--- src/rtl/parking_space_manager.sv ---
// Two-class (university/public) car-park space manager with an internal minute-of-day clock.
// Ports: clk/rst_n; min_tick/time_load/time_load_val drive the clock; entry_*/exit_* requests with
// registered acks one cycle later; occupancy, capacity, free/avail and evicted_cnt status outputs.
module parking_space_manager #(
  parameter int CNT_W       = 11,
  parameter int TOTAL_CAP   = 700,
  parameter int UNI_DAY_CAP = 500,
  parameter int UNI_EVE_CAP = 200,
  parameter int SHIFT_STEP  = 50,
  parameter int OPEN_MIN    = 480,
  parameter int SHIFT_MIN   = 780,
  parameter int EVE_MIN     = 960,
  parameter int CLOSE_MIN   = 1200
) (
  input  logic             clk,
  input  logic             rst_n,
  input  logic             min_tick,
  input  logic             time_load,
  input  logic [10:0]      time_load_val,
  input  logic             entry_req,
  input  logic             entry_is_uni,
  input  logic             exit_req,
  input  logic             exit_is_uni,
  output logic             entry_ack,
  output logic             entry_granted,
  output logic             entry_class,
  output logic             exit_ack,
  output logic             exit_ok,
  output logic [10:0]      minute_of_day,
  output logic [1:0]       phase,
  output logic [CNT_W-1:0] uni_parked,
  output logic [CNT_W-1:0] pub_parked,
  output logic [CNT_W-1:0] uni_cap,
  output logic [CNT_W-1:0] pub_cap,
  output logic [CNT_W-1:0] uni_free,
  output logic [CNT_W-1:0] pub_free,
  output logic             uni_avail,
  output logic             pub_avail,
  output logic [15:0]      evicted_cnt
);

  typedef enum logic [1:0] {PH_CLOSED = 2'd0, PH_DAY = 2'd1, PH_SHIFT = 2'd2, PH_EVE = 2'd3} phase_t;

  localparam logic [10:0] OPEN_M  = 11'(OPEN_MIN);
  localparam logic [10:0] SHIFT_M = 11'(SHIFT_MIN);
  localparam logic [10:0] EVE_M   = 11'(EVE_MIN);
  localparam logic [10:0] CLOSE_M = 11'(CLOSE_MIN);
  localparam int          SOFF    = SHIFT_MIN % 60;
  localparam int          SHIFT_HOURS = (EVE_MIN - SHIFT_MIN + 59) / 60;
  localparam logic [CNT_W-1:0] DAY_CAP  = CNT_W'(UNI_DAY_CAP);
  localparam logic [CNT_W-1:0] EVE_CAP  = CNT_W'(UNI_EVE_CAP);
  localparam logic [CNT_W-1:0] STEP     = CNT_W'(SHIFT_STEP);
  localparam logic [CNT_W-1:0] TOT_CAP  = CNT_W'(TOTAL_CAP);

  phase_t           phase_q, phase_d;
  logic [10:0]      minute_q, minute_d;
  logic [5:0]       mih_q, mih_d;   // (minute - SHIFT_MIN) mod 60, kept incrementally
  logic [CNT_W-1:0] ucap_q, ucap_d, pcap_q, pcap_d;
  logic [CNT_W-1:0] uni_q, pub_q;
  logic [CNT_W:0]   uni_w, pub_w;   // one spare bit: migration can briefly push pub past 2^CNT_W
  logic [15:0]      ev_q, ev_d;
  logic [16:0]      ev_sum;
  logic [CNT_W:0]   excess;
  logic             min_chg;
  logic             ent_ack_q, ent_gnt_q, ent_cls_q, ext_ack_q, ext_ok_q;
  logic             ent_gnt_d, ent_cls_d, ext_ok_d;

  function automatic phase_t phase_of(input logic [10:0] m);
    if (m >= OPEN_M && m < SHIFT_M)       phase_of = PH_DAY;
    else if (m >= SHIFT_M && m < EVE_M)   phase_of = PH_SHIFT;
    else if (m >= EVE_M && m < CLOSE_M)   phase_of = PH_EVE;
    else                                  phase_of = PH_CLOSED;
  endfunction

  // Minute-in-hour for an arbitrary loaded minute: constant compares instead of a divider.
  function automatic logic [5:0] mih_of(input logic [10:0] m);
    logic [10:0] r;
    r = m;
    for (int h = 1; h < 24; h++)
      if (m >= 11'(h * 60)) r = m - 11'(h * 60);
    if (r >= 11'(SOFF)) mih_of = 6'(r - 11'(SOFF));
    else                mih_of = 6'(r + 11'(60 - SOFF));
  endfunction

  // University capacity when jumping straight into the SHIFT window.
  function automatic logic [CNT_W-1:0] shift_cap_load(input logic [10:0] m);
    int hrs;
    int c;
    hrs = 0;
    for (int k = 1; k <= SHIFT_HOURS; k++)
      if (m >= 11'(SHIFT_MIN + 60 * k)) hrs = k;
    c = UNI_DAY_CAP - SHIFT_STEP * (hrs + 1);
    if (c < UNI_EVE_CAP) c = UNI_EVE_CAP;
    shift_cap_load = CNT_W'(c);
  endfunction

  always_comb begin
    minute_d  = minute_q;
    mih_d     = mih_q;
    phase_d   = phase_q;
    ucap_d    = ucap_q;
    pcap_d    = pcap_q;
    ev_d      = ev_q;
    ev_sum    = '0;
    excess    = '0;
    ent_gnt_d = 1'b0;
    ent_cls_d = 1'b0;
    ext_ok_d  = 1'b0;
    uni_w     = {1'b0, uni_q};
    pub_w     = {1'b0, pub_q};
    min_chg   = time_load | min_tick;

    if (time_load) begin
      minute_d = (time_load_val > 11'd1439) ? 11'd0 : time_load_val;
      mih_d    = mih_of(minute_d);
    end else if (min_tick) begin
      minute_d = (minute_q == 11'd1439) ? 11'd0 : minute_q + 11'd1;
      mih_d    = (mih_q == 6'd59) ? 6'd0 : mih_q + 6'd1;
    end

    // 1: capacities follow the new minute
    if (min_chg) begin
      phase_d = phase_of(minute_d);
      case (phase_d)
        PH_DAY:   ucap_d = DAY_CAP;
        PH_SHIFT: begin
          if (time_load)        ucap_d = shift_cap_load(minute_d);
          else if (mih_d == '0) ucap_d = (ucap_q >= EVE_CAP + STEP) ? ucap_q - STEP : EVE_CAP;
        end
        PH_EVE:   ucap_d = EVE_CAP;
        default:  ucap_d = '0;
      endcase
      pcap_d = (phase_d == PH_CLOSED) ? '0 : TOT_CAP - ucap_d;
    end

    // Reopening starts a fresh day.
    if (phase_d == PH_DAY && phase_q == PH_CLOSED) begin
      uni_w = '0;
      pub_w = '0;
      ev_d  = '0;
    end

    // 2: overflow university cars move to public spaces
    if (uni_w > {1'b0, ucap_d}) begin
      pub_w = pub_w + (uni_w - {1'b0, ucap_d});
      uni_w = {1'b0, ucap_d};
    end

    // 3: whatever still does not fit is evicted
    if (pub_w > {1'b0, pcap_d}) begin
      excess = pub_w - {1'b0, pcap_d};
      pub_w  = {1'b0, pcap_d};
      ev_sum = {1'b0, ev_d} + 17'(excess);
      ev_d   = ev_sum[16] ? 16'hFFFF : ev_sum[15:0];
    end

    // 4: exit
    if (exit_req) begin
      if (exit_is_uni) begin
        if (uni_w != '0) begin uni_w = uni_w - 1'b1; ext_ok_d = 1'b1; end
      end else begin
        if (pub_w != '0) begin pub_w = pub_w - 1'b1; ext_ok_d = 1'b1; end
      end
    end

    // 5: entry sees post-exit counts, so a same-cycle exit frees a space
    if (entry_req && phase_d != PH_CLOSED) begin
      if (entry_is_uni && uni_w < {1'b0, ucap_d}) begin
        uni_w = uni_w + 1'b1; ent_gnt_d = 1'b1; ent_cls_d = 1'b1;
      end else if (pub_w < {1'b0, pcap_d}) begin
        pub_w = pub_w + 1'b1; ent_gnt_d = 1'b1;
      end
    end
  end

  always_ff @(posedge clk or negedge rst_n) begin
    if (!rst_n) begin
      minute_q  <= '0;
      mih_q     <= '0;
      phase_q   <= PH_CLOSED;
      ucap_q    <= '0;
      pcap_q    <= '0;
      uni_q     <= '0;
      pub_q     <= '0;
      ev_q      <= '0;
      ent_ack_q <= 1'b0;
      ent_gnt_q <= 1'b0;
      ent_cls_q <= 1'b0;
      ext_ack_q <= 1'b0;
      ext_ok_q  <= 1'b0;
    end else begin
      minute_q  <= minute_d;
      mih_q     <= mih_d;
      phase_q   <= phase_d;
      ucap_q    <= ucap_d;
      pcap_q    <= pcap_d;
      uni_q     <= uni_w[CNT_W-1:0];
      pub_q     <= pub_w[CNT_W-1:0];
      ev_q      <= ev_d;
      ent_ack_q <= entry_req;
      ent_gnt_q <= ent_gnt_d;
      ent_cls_q <= ent_cls_d;
      ext_ack_q <= exit_req;
      ext_ok_q  <= ext_ok_d;
    end
  end

  assign minute_of_day = minute_q;
  assign phase         = phase_q;
  assign uni_cap       = ucap_q;
  assign pub_cap       = pcap_q;
  assign uni_parked    = uni_q;
  assign pub_parked    = pub_q;
  assign evicted_cnt   = ev_q;
  assign entry_ack     = ent_ack_q;
  assign entry_granted = ent_gnt_q;
  assign entry_class   = ent_cls_q;
  assign exit_ack      = ext_ack_q;
  assign exit_ok       = ext_ok_q;
  assign uni_free      = (ucap_q > uni_q) ? ucap_q - uni_q : '0;
  assign pub_free      = (pcap_q > pub_q) ? pcap_q - pub_q : '0;
  assign uni_avail     = (uni_free != '0);
  assign pub_avail     = (pub_free != '0);

endmodule

--- config.mk ---
export PLATFORM = sky130hd
export DESIGN_NAME = parking_space_manager
export DESIGN_NICKNAME = d
export VERILOG_FILES = /design/src/rtl/parking_space_manager.sv
export SDC_FILE = /design/constraint.sdc
export NUM_CORES = 1
export LEC_CHECK = 0
export CORE_MARGIN = 2
export CORE_UTILIZATION = 30
export CTS_CLUSTER_SIZE = 25
export DETAILED_ROUTE_END_ITERATION = 8
export PLACE_DENSITY = 0.45
export SYNTH_ARGS = -nofsm -noshare
export SYNTH_HDL_FRONTEND = slang
export SYNTH_SLANG_ARGS = --single-unit
--- constraint.sdc ---
create_clock -name clk -period 16.82 [get_ports clk]
set_clock_uncertainty 0.05 [all_clocks]
set_input_delay 3.364 -clock clk [delete_from_list [all_inputs] [get_ports clk]]
set_output_delay 3.364 -clock clk [all_outputs]
set_load 0.1 [all_outputs]
==> impl_metrics.toml <==
[cells_and_area]
syn2layout_area_growth_pct = 19.7
nets = 2025
drive_above_1_share = 0.0931
diodes = 0
layout.cells.most_common = "nand2_1"
most-common-layout-cells = "148 x nand2_1, 143 x nor2_1, 133 x inv_1, 119 x clkdlybuf4s50_1, 116 x ha_1"

[status]
status = "complete, no violations"

[yosys]
synth_seq_cells = 84
ys_seq_area_frac = 0.161
ys_warn_count = 0
syn_avg_cell_area_um2 = 7.49
asyncSetResetFlopFracSynth = 1.00
synth_cells = 1741
syn-cell-area_um2 = 13000
synth_edf_count = 0
synth-main-ff-cell = "dfrtp_1"
synth.distinct_cells = 116

[timing]
finalSetupViolCount = 0
period_needed_ps = 16000
fin_setup_tns_ps = 0
finalHoldViolCount = 0
worst_slew_pin_slew_ps = 1030
period_share = 0.951
final-max-slew-violation-count = 0
slew_headroom = 0.312
max_freq_ghz = 0.0625

[critical_path]
crit_type = "in2reg"
cp_common_cell = "o21ai_0"
required_ps = 17080
cp-start-kind = "input pin"
crit_buf_inv = 6
cp-end-kind = "register"
path_max_fanout = 28
crit_family = "compound AO/OA/AOI/OAI gates"
slowest_delay_ps = 590
crit_arrival_ps = 16260
crit_slowest_cell = "fa_1"

[global_route]
grt_pass1_vias = 13600
grt_start_max_net_pins = 44
use_met2 = 0.399
busiest_layer = "met2"
antenna_found_initial = 0
grt_pass1_wl_um = 83300
overflow = 0
grt_use_met1 = 0.323
grt_use_met3 = 0.0390
grt_util_all_layers = 0.244

[routing]
postRouteAntennaNets = 0
vias = 14000
wire_per_inst_um = 22.4
vias_per_cell = 5.68
drtIter0Drc = 1133
first_pass_iters = 6
drc_errors = 0
drt_wl_total_um = 55100

[clock_tree]
clock_sinks = 84
cts_hold_buf = 0
clk_pin_slew_ps = 70
insertion_delay_ps = 400
cts_htree_levels = 3
cts_tree = "built"
clk_path_buf_depth = 2
numCtsBuffers = 9
root_buffer = "clkbuf_16"

[floorplan]
num_rows = 76
die_area_um2 = 45100
dieHeight_um = 212
chipWidth_um = 212
io_pins = 121
start_util = 0.303
coreArea_um2 = 43000

[placement]
gp_congestion = 0.939
hpwl_um = 43600
numPortBuffers = 120

[job]
drv_cap = 0

[hold_path]
hold_class = "reg2reg"
[through the flow]
step | hold slack [ps] | instances | area [um^2] | util | setup slack, ps
after detailed placement | 464 | 2442 | 15200 | 0.353 | 194
final | 476 | 2464 | 15600 | 0.363 | 817
after CTS | 479 | 2458 | 15500 | 0.360 | 574
after global placement | 481 | 2442 | 15200 | 0.353 | 250
after floorplan | 559 | 1743 | 13000 | - | 1310
after global routing | 497 | 2464 | 15600 | 0.363 | -43.8
[final timing paths]
check	endpoint	slack, ps	depth (start not counted)	from
worst min-delay path	evicted_cnt[14]	480	1	evicted_cnt[14]
min in group asynchronous	minute_of_day[4]	2950	1	rst_n
worst min register to register	evicted_cnt[14]	480	1	evicted_cnt[14]
worst max-delay path	pub_parked[8]	820	61	time_load_val[6]
worst max register to register	pub_parked[8]	3530	60	minute_of_day[0]
max in group asynchronous	mih_q[4]	12660	2	rst_n
[repair_timing]
item                                    in CTS  in global routing
resized for setup                            0                 18
buffers inserted                             0                  6
endpoints found under the setup margin       0                 12
[synthesized netlist by cell type (all sizes together) (24+ instances only)]
library cell / number / area (um^2)
a21o: 48 / 360
and2: 37 / 233
nor2: 146 / 553
a31oi: 27 / 175
clkbuf: 40 / 153
nand2: 149 / 562
inv: 137 / 514
a211oi: 24 / 180
dfrtp: 84 / 2100
nor2b: 25 / 156
buf: 42 / 230
ha: 116 / 1450
xnor2: 55 / 482
nand3: 55 / 275
o21ai: 105 / 533
nor3: 49 / 250
o21bai: 25 / 188
xor2: 37 / 324
nand4: 37 / 244
o211ai: 32 / 240
a21oi: 110 / 554
[per-layer routing]
metal | vias up | wire, um
met1 | 6748 | 24500
met2 | 478 | 25800
met3 | 99 | 2980
met5 | - | 0
met4 | 0 | 1850
li1 | 6677 | -
[state kept, by name (all words and copies together) (netlist names)]
name           cells
phase              2
uni_cap           11
entry_class        1
pub_cap           11
minute_of_day     11
exit_ok            1
exit_ack           1
entry_ack          1
uni_parked        11
mih_q              6
evicted_cnt       16
entry_granted      1
pub_parked        11
[logic make-up after synthesis]
logic type | share of synthesized area
fa+ha+maj | 0.136
xor+xnor | 0.0618
other cells | 0.000576
compound gates | 0.303
simple gates | 0.253
buf+inv | 0.0698
mux | 0.0144
flops | 0.161
[area by class of cell]
cell class | count | area [um^2]
flip-flops and latches | 84 | 2100
clock inverters | 5 | 60.1
inverters | 140 | 527
fillers | 4599 | 27400
multi-input cells | 1437 | 10100
clock buffers | 11 | 253
well taps | 585 | 732
repair buffers | 202 | 1820
Power is not shown: default switching activity piles up to over one toggle a cycle in this logic, so the estimate is an artifact.
